`config.mk`:
```
export PLATFORM = sky130hd
export DESIGN_NAME = p_dispatch
export DESIGN_NICKNAME = d
export VERILOG_FILES = /design/src/rtl/p_dispatch_pkg.sv /design/src/rtl/p_operand_slot.sv /design/src/rtl/p_dispatch.sv
export SDC_FILE = /design/constraint.sdc
export NUM_CORES = 1
export LEC_CHECK = 0
export BUFFER_PORTS_ARGS = -buffer_cell sky130_fd_sc_hd__buf_2
export CORE_AREA = 5 5 276 278
export DETAILED_ROUTE_END_ITERATION = 16
export DIE_AREA = 0 0 281 283
export PLACE_DENSITY = 0.58
export SLEW_MARGIN = 20
export SYNTH_ARGS = -nofsm -noshare
export SYNTH_HDL_FRONTEND = slang
export SYNTH_HIERARCHICAL = 1
export SYNTH_SLANG_ARGS = --single-unit
```
`constraint.sdc`:
```
create_clock -name clk -period 15.8 [get_ports clk]
set_input_delay 1.58 -clock clk [delete_from_list [all_inputs] [get_ports clk]]
set_output_delay 1.58 -clock clk [all_outputs]
set_load 0.02 [all_outputs]
```
`src/rtl/p_dispatch_pkg.sv`:
```
// Shared types for the dispatch (P) stage: rename bundle, issue-queue packet, target mapping.
// Zero latency (types only); no backpressure of its own.
package p_dispatch_pkg;

  localparam int ROB_DEPTH = 64;
  localparam int ROB_W     = $clog2(ROB_DEPTH);
  localparam int CDB_PORTS = 2;

  typedef enum logic [2:0] {
    IT_ALU   = 3'd0,
    IT_MUL   = 3'd1,
    IT_BR    = 3'd2,
    IT_LOAD  = 3'd3,
    IT_STORE = 3'd4
  } inst_type_e;

  typedef enum logic {IQ_ALU = 1'b0, IQ_LSU = 1'b1} iq_target_e;

  typedef enum logic {ST_EMPTY = 1'b0, ST_HOLD = 1'b1} disp_state_e;

  typedef struct packed {
    logic             r_valid;
    inst_type_e       inst_type;
    logic [ROB_W-1:0] preg;
    logic             check;
    logic [31:0]      imm;
  } r_p_slot_t;

  typedef struct packed {
    logic [ROB_W-1:0] src_preg;
    logic [31:0]      arf_data;
    logic             data_valid;
  } r_p_src_t;

  typedef struct packed {
    r_p_slot_t [1:0] slot;
    r_p_src_t  [3:0] src;
  } r_p_pkg_t;

  typedef struct packed {
    inst_type_e       inst_type;
    logic [ROB_W-1:0] preg;
    logic             check;
    logic [31:0]      imm;
  } p_slot_pay_t;

  typedef struct packed {
    inst_type_e             inst_type;
    logic [ROB_W-1:0]       preg;
    logic                   check;
    logic [31:0]            imm;
    logic [1:0]             src_rdy;
    logic [1:0][ROB_W-1:0]  src_robid;
    logic [1:0][31:0]       src_data;
  } p_iq_pkg_t;

  function automatic iq_target_e inst_target(input inst_type_e t);
    return (t == IT_LOAD || t == IT_STORE) ? IQ_LSU : IQ_ALU;
  endfunction

endpackage

```
`src/rtl/p_operand_slot.sv`:
```
// One source operand: captures rdy/data at bundle accept, then snoops the CDB until ready.
// Output is registered state plus same-cycle CDB bypass; no backpressure.
module p_operand_slot
  import p_dispatch_pkg::*;
#(
  parameter int CDB_PORTS = 2
) (
  input  logic                             clk,
  input  logic                             rst_n,
  input  logic                             i_cap,
  input  r_p_src_t                         i_src,
  input  logic                             i_rob_rvalid,
  input  logic [31:0]                      i_rob_rdata,
  input  logic [CDB_PORTS-1:0]             i_cdb_valid,
  input  logic [CDB_PORTS-1:0][ROB_W-1:0]  i_cdb_robid,
  input  logic [CDB_PORTS-1:0][31:0]       i_cdb_data,
  output logic                             o_rdy,
  output logic [31:0]                      o_data,
  output logic [ROB_W-1:0]                 o_robid
);

  logic             r_rdy;
  logic [31:0]      r_data;
  logic [ROB_W-1:0] r_robid;

  logic        w_cap_hit;
  logic [31:0] w_cap_data;
  logic        w_snp_hit;
  logic [31:0] w_snp_data;

  // Walk ports high to low so the lowest-index hit is the one that sticks.
  always_comb begin
    w_cap_hit  = 1'b0;
    w_cap_data = '0;
    w_snp_hit  = 1'b0;
    w_snp_data = '0;
    for (int p = CDB_PORTS - 1; p >= 0; p--) begin
      if (i_cdb_valid[p] && i_cdb_robid[p] == i_src.src_preg) begin
        w_cap_hit  = 1'b1;
        w_cap_data = i_cdb_data[p];
      end
      if (i_cdb_valid[p] && i_cdb_robid[p] == r_robid) begin
        w_snp_hit  = 1'b1;
        w_snp_data = i_cdb_data[p];
      end
    end
  end

  always_ff @(posedge clk) begin
    if (!rst_n) begin
      r_rdy   <= 1'b0;
      r_data  <= '0;
      r_robid <= '0;
    end else if (i_cap) begin
      r_rdy   <= i_src.data_valid | i_rob_rvalid | w_cap_hit;
      r_robid <= i_src.src_preg;
      r_data  <= w_cap_hit ? w_cap_data : (i_rob_rvalid ? i_rob_rdata : i_src.arf_data);
    end else if (!r_rdy && w_snp_hit) begin
      r_rdy  <= 1'b1;
      r_data <= w_snp_data;
    end
  end

  assign o_rdy   = r_rdy | w_snp_hit;
  assign o_data  = (!r_rdy && w_snp_hit) ? w_snp_data : r_data;
  assign o_robid = r_robid;

endmodule

```
`src/rtl/p_dispatch.sv`:
```
// Two-wide dispatch: holds one renamed bundle and issues it in order to the ALU/LSU queues.
// Capture at edge N, earliest dispatch in N+1; rename is stalled until the held bundle fully drains.
module p_dispatch
  import p_dispatch_pkg::*;
#(
  parameter int ROB_DEPTH = 64,
  parameter int CDB_PORTS = 2
) (
  input  logic                                     clk,
  input  logic                                     rst_n,
  input  logic                                     r_p_valid_i,
  output logic                                     r_p_ready_o,
  input  r_p_pkg_t                                 r_p_data_i,
  output logic [3:0][$clog2(ROB_DEPTH)-1:0]        rob_raddr_o,
  input  logic [3:0]                               rob_rvalid_i,
  input  logic [3:0][31:0]                         rob_rdata_i,
  input  logic [CDB_PORTS-1:0]                     cdb_valid_i,
  input  logic [CDB_PORTS-1:0][$clog2(ROB_DEPTH)-1:0] cdb_robid_i,
  input  logic [CDB_PORTS-1:0][31:0]               cdb_data_i,
  output logic                                     alu_valid_o,
  input  logic                                     alu_ready_i,
  output p_iq_pkg_t                                alu_data_o,
  output logic                                     lsu_valid_o,
  input  logic                                     lsu_ready_i,
  output p_iq_pkg_t                                lsu_data_o,
  input  logic                                     c_flush_i
);

  disp_state_e r_state;
  disp_state_e w_state_nxt;
  logic [1:0]  r_pend;
  logic [1:0]  w_pend_nxt;
  iq_target_e  r_tgt [2];
  p_slot_pay_t r_pay [2];

  logic [3:0]             w_src_rdy;
  logic [3:0][31:0]       w_src_data;
  logic [3:0][ROB_W-1:0]  w_src_robid;
  p_iq_pkg_t              w_pkt [2];

  logic       w_live, w_rdy0, w_rdy1;
  logic       w_off0, w_off1, w_disp0, w_disp1, w_drain, w_cap;
  logic       w_alu0, w_alu1, w_lsu0, w_lsu1;
  logic [1:0] w_rv;

  for (genvar j = 0; j < 4; j++) begin : g_src
    assign rob_raddr_o[j] = r_p_data_i.src[j].src_preg;

    p_operand_slot #(.CDB_PORTS(CDB_PORTS)) u_opnd (
      .clk          (clk),
      .rst_n        (rst_n),
      .i_cap        (w_cap),
      .i_src        (r_p_data_i.src[j]),
      .i_rob_rvalid (rob_rvalid_i[j]),
      .i_rob_rdata  (rob_rdata_i[j]),
      .i_cdb_valid  (cdb_valid_i),
      .i_cdb_robid  (cdb_robid_i),
      .i_cdb_data   (cdb_data_i),
      .o_rdy        (w_src_rdy[j]),
      .o_data       (w_src_data[j]),
      .o_robid      (w_src_robid[j])
    );
  end

  assign w_rv   = {r_p_data_i.slot[1].r_valid, r_p_data_i.slot[0].r_valid};
  assign w_live = rst_n & ~c_flush_i;
  assign w_rdy0 = (r_tgt[0] == IQ_ALU) ? alu_ready_i : lsu_ready_i;
  assign w_rdy1 = (r_tgt[1] == IQ_ALU) ? alu_ready_i : lsu_ready_i;

  // Slot1 may only overtake a still-pending slot0 when slot0 leaves this cycle on the other queue.
  assign w_off0  = w_live & r_pend[0];
  assign w_disp0 = w_off0 & w_rdy0;
  assign w_off1  = w_live & r_pend[1] & (~r_pend[0] | (w_disp0 & (r_tgt[1] != r_tgt[0])));
  assign w_disp1 = w_off1 & w_rdy1;
  assign w_drain = (~r_pend[0] | w_disp0) & (~r_pend[1] | w_disp1);

  assign r_p_ready_o = w_live & ((r_state == ST_EMPTY) | w_drain);
  assign w_cap       = r_p_valid_i & r_p_ready_o;

  always_comb begin
    for (int k = 0; k < 2; k++) begin
      w_pkt[k]           = '0;
      w_pkt[k].inst_type = r_pay[k].inst_type;
      w_pkt[k].preg      = r_pay[k].preg;
      w_pkt[k].check     = r_pay[k].check;
      w_pkt[k].imm       = r_pay[k].imm;
      for (int s = 0; s < 2; s++) begin
        w_pkt[k].src_rdy[s]   = w_src_rdy[2*k+s];
        w_pkt[k].src_robid[s] = w_src_robid[2*k+s];
        w_pkt[k].src_data[s]  = w_src_data[2*k+s];
      end
    end
  end

  assign w_alu0 = w_off0 & (r_tgt[0] == IQ_ALU);
  assign w_alu1 = w_off1 & (r_tgt[1] == IQ_ALU);
  assign w_lsu0 = w_off0 & (r_tgt[0] == IQ_LSU);
  assign w_lsu1 = w_off1 & (r_tgt[1] == IQ_LSU);

  assign alu_valid_o = w_alu0 | w_alu1;
  assign lsu_valid_o = w_lsu0 | w_lsu1;
  assign alu_data_o  = w_alu0 ? w_pkt[0] : (w_alu1 ? w_pkt[1] : '0);
  assign lsu_data_o  = w_lsu0 ? w_pkt[0] : (w_lsu1 ? w_pkt[1] : '0);

  always_comb begin
    w_state_nxt = r_state;
    case (r_state)
      ST_EMPTY: if (w_cap && |w_rv) w_state_nxt = ST_HOLD;
      ST_HOLD: begin
        if (c_flush_i)   w_state_nxt = ST_EMPTY;
        else if (w_cap)  w_state_nxt = |w_rv ? ST_HOLD : ST_EMPTY;
        else if (w_drain) w_state_nxt = ST_EMPTY;
      end
      default: w_state_nxt = ST_EMPTY;
    endcase
  end

  always_comb begin
    w_pend_nxt = r_pend & ~{w_disp1, w_disp0};
    if (c_flush_i)  w_pend_nxt = '0;
    else if (w_cap) w_pend_nxt = w_rv;
  end

  always_ff @(posedge clk) begin
    if (!rst_n) begin
      r_state <= ST_EMPTY;
      r_pend  <= '0;
      for (int k = 0; k < 2; k++) begin
        r_tgt[k] <= IQ_ALU;
        r_pay[k] <= '0;
      end
    end else begin
      r_state <= w_state_nxt;
      r_pend  <= w_pend_nxt;
      if (w_cap) begin
        for (int k = 0; k < 2; k++) begin
          r_tgt[k]           <= inst_target(r_p_data_i.slot[k].inst_type);
          r_pay[k].inst_type <= r_p_data_i.slot[k].inst_type;
          r_pay[k].preg      <= r_p_data_i.slot[k].preg;
          r_pay[k].check     <= r_p_data_i.slot[k].check;
          r_pay[k].imm       <= r_p_data_i.slot[k].imm;
        end
      end
    end
  end

endmodule
```
==> results of run 1 <==
==> logic make-up after synthesis <==
| kind of cell | Yosys count | synth area share [%] |
|---|---|---|
| compound gates | 1298 | 38.98 |
| simple gates | 810 | 16.87 |
| buf+inv | 513 | 9.386 |
| flops | 245 | 24.57 |
| mux | 154 | 6.570 |
| xor+xnor | 97 | 3.621 |
==> cell type report <==
class                           instances  share of cell area (%)
Timing Repair Buffer                  788                   14.50
Clock buffer                           50                   3.629
Multi-Input combinational cell       2359                   54.83
Tap cell                              969                   4.252
Antenna cell                           12                  0.1053
Sequential cell                       245                   20.22
Clock inverter                         16                  0.6670
Inverter                              136                   1.790
==> worst max path at each step <==
stage	depth (start not counted)	slack, ns	end	from
floorplan	7	8.80	r_pay[0][0]$_SDFFCE_PN0P_	lsu_ready_i
global placement	9	8.85	alu_data_o[31]	rst_n
detailed placement	9	8.80	lsu_data_o[34]	rst_n
CTS	9	8.80	lsu_data_o[34]	rst_n
global route	9	8.54	lsu_data_o[69]	rst_n
finish	9	8.78	lsu_data_o[34]	rst_n
==> metal layers <==
| layer | GRT usage [%] | up-vias | part of all wire (%) |
|---|---|---|---|
| li1 | - | 12360 | - |
| met1 | 40.22 | 13270 | 43 |
| met2 | 44.28 | 1568 | 44 |
| met3 | 5.871 | 227 | 9.5 |
| met4 | 9.769 | 8 | 3.4 |
| met5 | 0 | - | 0.045 |
==> synthesized netlist by cell type, types with 5 or more instances <==
master,n,area [um2]
a211oi_1,128,960.9
a21oi_1,373,1867
a2bb2oi_1,8,70.07
a2bb2oi_2,120,1802
a31oi_1,131,819.5
and2_1,7,43.79
buf_1,22,82.58
buf_2,53,265.3
buf_4,28,210.2
buf_6,14,157.7
clkbuf_1,260,975.9
dfxtp_1,159,3183
edfxtp_1,86,2582
inv_1,136,510.5
mux2i_1,154,1541
nand2_1,484,1817
nand2b_1,5,31.28
nand3_1,18,90.09
nand4_1,16,100.1
nor2_1,21,78.83
nor2b_1,29,181.4
nor3b_1,79,593.1
nor3b_2,6,75.07
o21a_1,128,960.9
o21ai_0,131,655.6
o22ai_1,128,800.8
o31ai_1,129,968.4
or3_1,128,800.8
xnor2_1,89,779.5
xor2_1,8,70.07
==> worst max-delay path, stage by stage <==
cell and delay [ns]:
buf_6 0.22, nand2b_4 0.15, buf_4 0.79, o21ai_1 0.38, a31oi_4 0.51, buf_4 0.63, buf_4 0.66, a21oi_1 0.10
buf_2 0.20
==> state kept, by name, indices dropped and copies added (netlist names) <==
signal and flops:
r_pend 2, g_src.u_opnd/r_rdy 4, g_src.u_opnd/o_robid 24, r_tgt 2
r_state 1, r_pay 84, g_src.u_opnd/r_data 128
==> per-stage QoR <==
stage | hold WS (ns) | power, mW | instance area, um2
floorplan | 0.4862 | 1.080 | 23460
global placement | 0.5251 | 1.314 | 27250
detailed placement | 0.5140 | 1.315 | 27250
CTS | 0.5235 | 2.183 | 28470
global route | 0.5817 | 2.257 | 28500
finish | 0.5263 | 2.178 | 28510
==> power breakdown <==
group	total [mW]	switching, mW	internal (mW)
logic	0.568	0.363	0.205
clock network	0.864	0.340	0.524
registers	0.745	0.0398	0.706
total	2.18	0.743	1.43
==> summary.md, run 1 <==
| Metric | Value |
|---|---|
| Outcome | `complete, no violations` |
| Power Density | `about 76 mW/mm2` |
| Post-Synthesis Cells | `3,117` |
| Clk_lat worst skew | `~0.55 ns` |
| Commonest cells after routing, fill and taps aside | `buf_2, nand2_1, a21oi_1` |
| CP Launch Type | `input pin` |
| Hold Crit Class | `reg2reg` |
| Final Slew Violations | `0` |
| CTS tree | `yes` |
| Commonest non-fill, non-tap cell in the layout | `buf_2` |
| Overall Global Routing Usage | `28.78%` |
| Critical path data arrival time | `5.44 ns` |
| Layout cell share with drive strength beyond 1 | `28.24%` |
| Mapped cell area | `approximately 0.023 mm2` |
| Final net count | `4,024` |
| Register area share after synthesis | `24.57%` |
| Peak VDD IR | `82.92 uV` |
| CTS root buf | `clkbuf_16` |
| Leak | `10.96 nW` |
| Reg-to-Reg Start | `r_tgt[0][0]$_SDFFCE_PN0P_` |
| FILL cells | `7,809` |
| DIE HEIGHT | `283 um` |
| DP Worst Slack | `8.796 ns` |
| Worst Path Required | `between 10 and 15 ns` |
| Area of the multi-input gates | `0.01563 mm2` |
| Layout Cells excl Fill | `around 4,600` |
| Setup_tns | `0 ns` |
| Placed cells | `4,497` |
| Async set-reset flop share out of synthesis | `0%` |
| Synth cell types | `45` |
| Row Count | `100` |
| Worst-case reg-to-reg path depth | `10` |
| TritonCTS buffer count | `36` |
| Syn_nets | `about 3,600` |
| Clock Skew | `between 0.02 and 0.025 ns` |
| Drt first pass iters | `5` |
| Initial core utilization | `31.84%` |
| Hold EP | `r_state$_SDFF_PN0_` |
| Hold buffers post-CTS | `0` |
| GRT overflow | `0` |
| Number of synthesized flops with an enable pin | `86` |
| CP max FO | `91` |
| CTS Buffer Depth | `3` |
| Slack of the worst reg-to-reg path | `11.47 ns` |
| CP endpoint kind | `output pin` |
| Setup ws final | `between 8 and 9 ns` |
| Area grow syn2layout | `21.52%` |
| Most used DFF post-synth | `dfxtp_1` |
| # IOs | `725` |
| Vias | `27,430` |
| Final setup viols | `0` |
| Total wire length | `around 120 mm` |
| Number of remaining DRC errors | `0` |
| Hold Fails Final Rpt | `0` |
| Die area | `between 0.07 and 0.08 mm2` |
| Vias in the first global route | `26,150` |
| Fmax | `between 100 and 150 MHz` |
| Antenna violations before repair | `16` |
| Kind of critical path | `in2out` |
| Largest net degree at the start of global routing | `around 190` |
| Yosys reg bits | `between 200 and 250` |
| Core area | `0.07370 mm2` |
| WL per Instance | `26.94 um` |
| 1st-iter DRT viols | `3,154` |
| First-pass GRT wire length | `approximately 180 mm` |
| Max-cap violation count | `0` |
| RSZ-0062 raised after global routing | `false` |
| Post-layout min period | `around 7.0 ns` |
| GPL Wtd Cong | `~0.9` |
| Worst-margin pin slew | `around 1.1 ns` |
| Synth warnings | `6` |
| Final core occ | `38.69%` |
| Max-slew headroom | `24.67%` |
| Port bufs | `about 720` |
| Cts repair resizes | `0` |
| Antenna-violating nets left | `0` |
| Period Utilization, post-route | `44.41%` |
| Hold Crit Start | `r_state$_SDFF_PN0_` |
| HPWL Detailed | `87.98 mm` |
| Die width | `281 um` |
| Worst hold stages | `2` |
| Post-DR vias/cell | `~6` |
| Sequential cell area | `0.005766 mm2` |
| Reg2reg end | `g_src[1].u_opnd/r_data[14]$_SDFF_PN0_` |
| CTS H-tree depth | `2` |
| Clk slew on worst S/H paths | `0.06 ns` |
| Post-Syn Area per Cell | `between 7 and 8 um2` |
| Clock sink total | `245` |
| Setup repair bufs after CTS | `0` |
Power figures use the tool's default switching activity.
==> run 2, diff against run 1 <==
--- a/config.mk
+++ b/config.mk
@@ -6,10 +6,10 @@
 export NUM_CORES = 1
 export LEC_CHECK = 0
 export BUFFER_PORTS_ARGS = -buffer_cell sky130_fd_sc_hd__buf_2
-export CORE_AREA = 5 5 276 278
+export CORE_AREA = 5 5 281 283
 export DETAILED_ROUTE_END_ITERATION = 16
-export DIE_AREA = 0 0 281 283
-export PLACE_DENSITY = 0.58
+export DIE_AREA = 0 0 286 288
+export PLACE_DENSITY = 0.57
 export SLEW_MARGIN = 20
 export SYNTH_ARGS = -nofsm -noshare
 export SYNTH_HDL_FRONTEND = slang
==> constraint.sdc (replaced) <==
create_clock -name clk -period 6.6 [get_ports clk]
set_input_delay 0.66 -clock clk [delete_from_list [all_inputs] [get_ports clk]]
set_output_delay 0.66 -clock clk [all_outputs]
set_load 0.02 [all_outputs]
==> run 2 against run 1 <==
Sequential power is 140% higher; cell count increased by 0.17%; sequential cell count did not move; setup slack lost 7.3 ns; clock skew shrank 0.0070 ns; non-clock buffer count is 2 lower; clock-buffer cell count shrank 5; clock power increased by 120%; first-iteration DRC count decreased by 10%; critical path type is now reg2out; critical endpoint is now alu_data_o[31]; highest routed layer unchanged.
==> summary.md, run 2 (same netlist as run 1, synthesis figures left out) <==
| Metric | Value |
|---|---|
| Area grow syn2layout | `20.97% (was 21.52%)` |
| Number of remaining DRC errors | `0 (unchanged)` |
| Final setup viols | `0 (unchanged)` |
| CTS H-tree depth | `2 (unchanged)` |
| HPWL Detailed | `85.70 mm (was 87.98 mm)` |
| Commonest non-fill, non-tap cell in the layout | `buf_2 (unchanged)` |
| Worst-margin pin slew | `1.235 ns (was 1.130 ns)` |
| Max-cap violation count | `0 (unchanged)` |
| CP Launch Type | `register (was input pin)` |
| Clk_lat worst skew | `0.55 ns (about the same)` |
| Final core occ | `37.13% (was 38.69%)` |
| Post-DR vias/cell | `5.955 (was 5.996)` |
| RSZ-0062 raised after global routing | `false (unchanged)` |
| # IOs | `725 (unchanged)` |
| Largest register FFs | `128 (unchanged)` |
| GRT overflow | `0 (unchanged)` |
| Cts repair resizes | `0 (unchanged)` |
| CTS Buffer Depth | `3 (unchanged)` |
| Antenna-violating nets left | `0 (unchanged)` |
| Cells along the critical path | `xor2_1 -> or3b_4 -> o22ai_4 -> buf_4 -> and2_2 -> buf_4 -> a2bb2oi_1 -> nand2_1 -> a21oi_1 -> buf_2 (was buf_6 -> nand2b_4 -> buf_4 -> o21ai_1 -> a31oi_4 -> buf_4 -> buf_4 -> a21oi_1 -> buf_2)` |
| Layout cell share with drive strength beyond 1 | `28.10% (was 28.24%)` |
| Clock Skew | `0.01697 ns (was 0.02392 ns)` |
| GPL Wtd Cong | `0.8811 (was 0.9157)` |
| Clock sink total | `245 (unchanged)` |
| Hold Fails Final Rpt | `0 (unchanged)` |
| Hold Crit Class | `in2reg (was reg2reg)` |
| DIE HEIGHT | `288 um (was 283 um)` |
| TritonCTS buffer count | `34 (was 36)` |
| Power Density | `176.7 mW/mm2 (was 76.39 mW/mm2)` |
| Fmax | `195.4 MHz` |
| Total wire length | `123.0 mm (was 123.3 mm)` |
| CP max FO | `35 (was 91)` |
| Max-slew headroom | `17.67% (was 24.67%)` |
| Hold buffers post-CTS | `0 (unchanged)` |
| First-pass GRT wire length | `176.5 mm (was 177.2 mm)` |
| Largest net degree at the start of global routing | `206 (was 187)` |
| Period Utilization, post-route | `~78%` |
| Final Slew Violations | `0 (unchanged)` |
| CTS root buf | `clkbuf_16 (unchanged)` |
| Die width | `286 um (was 281 um)` |
| Clk slew on worst S/H paths | `0.07 ns (was 0.06 ns)` |
| Commonest cells after routing, fill and taps aside | `buf_2, nand2_1, a21oi_1 (unchanged)` |
| Reg with most FFs | `g_src.u_opnd/r_data (unchanged)` |
| Leak | `10.88 nW (was 10.96 nW)` |
| Post-layout min period | `5.117 ns` |
| Cell at the slowest stage of the critical path | `and2_2 (was buf_4)` |
| Most Frequent Cell on Critical Path | `buf_4 (unchanged)` |
| Row Count | `102 (was 100)` |
| Setup repair bufs after CTS | `0 (unchanged)` |
| Worst Path Required | `5.94 ns (was 14.22 ns)` |
| Worst hold stages | `3 (was 2)` |
| Initial core utilization | `30.69% (was 31.84%)` |
| 1st-iter DRT viols | `2,836 (was 3,154)` |
| Overall Global Routing Usage | `27.72% (was 28.78%)` |
| CTS tree | `yes (unchanged)` |
| Worst-case reg-to-reg path depth | `8 (was 10)` |
| Peak VDD IR | `131.4 uV (was 82.92 uV)` |
| Setup_tns | `0 ns (unchanged)` |
| Core area | `0.07645 mm2 (was 0.07370 mm2)` |
| Antenna violations before repair | `16 (unchanged)` |
| Vias in the first global route | `25,630 (was 26,150)` |
| Drt first pass iters | `5 (unchanged)` |
| Kind of critical path | `reg2out (was in2out)` |
| Vias | `27,290 (was 27,430)` |
| WL per Instance | `26.84 um (was 26.94 um)` |
| Final net count | `4,020 (was 4,024)` |
| CP endpoint kind | `output pin (unchanged)` |
| Critical path data arrival time | `4.46 ns (was 5.44 ns)` |
| Port bufs | `724 (unchanged)` |
| Worst path max stage delay | `0.52 ns (was 0.79 ns)` |
| Total power | `5.016 mW (was 2.178 mW)` |
| Outcome | `complete, no violations (unchanged)` |
| Die area | `0.08237 mm2 (was 0.07952 mm2)` |
==> run 2: final cells by class <==
cell class | count | area, um2
fill | 8115 | 48060
multi-input combinational | 2359 | 15630
sequential | 245 | 5766
timing repair buffer | 786 | 4133
tap | 988 | 1236
clock buffer | 45 | 963.4
inverter | 136 | 510.5
clock inverter | 13 | 117.6
antenna | 11 | 27.53
==> run 2: final timing paths <==
| kind | startpoint | to | slack, ns |
|---|---|---|---|
| setup / recovery | g_src[0].u_opnd/o_robid[5]$_SDFFE_PN0P_ | alu_data_o[31] | 1.48 |
| hold reg to reg | r_state$_SDFF_PN0_ | r_state$_SDFF_PN0_ | 0.55 |
| hold / removal | r_p_data_i[241] | r_pend[1]$_SDFF_PP0_ | 0.38 |
| setup reg to reg | r_tgt[0][0]$_SDFFCE_PN0P_ | g_src[1].u_opnd/r_data[14]$_SDFF_PN0_ | 3.22 |
==> run 2: layer usage <==
metal / track usage (%) / wire (um) / vias to the layer above
met1: 37.13 / 50220 / 13130
met3: 8.084 / 14120 / 195
met4: 7.611 / 3585 / 6
met2: 43.68 / 55030 / 1616
li1: - / - / 12340
met5: 0 / 28 / -
==> run 2: critical path, delay by kind of cell, from the launching register on <==
family	cells	cell delay (ns)
compound gates	3	1.00
simple gates	3	1.03
buf+inv	3	1.22
xor+xnor	1	0.13
flops	1	0.49
==> run 2: per-stage QoR <==
step	std cells	hold slack (ns)	area, um2	worst slack [ns]
6_report	4583	0.3768	28380	1.483
5_1_grt	4579	0.4074	28370	1.386
4_1_cts	4572	0.3542	28360	1.493
3_5_place_dp	4514	0.5338	27270	1.600
3_3_place_gp	4514	0.5293	27270	1.590
2_1_floorplan	3117	0.4862	23460	0.5230
==> run 2: power breakdown <==
| part | leakage, nW | internal (mW) | switching, mW |
|---|---|---|---|
| Clock | 0.534 | 1.10 | 0.795 |
| Sequential | 2.23 | 1.69 | 0.0906 |
| Combinational | 8.12 | 0.490 | 0.851 |
| Total | 10.9 | 3.28 | 1.74 |
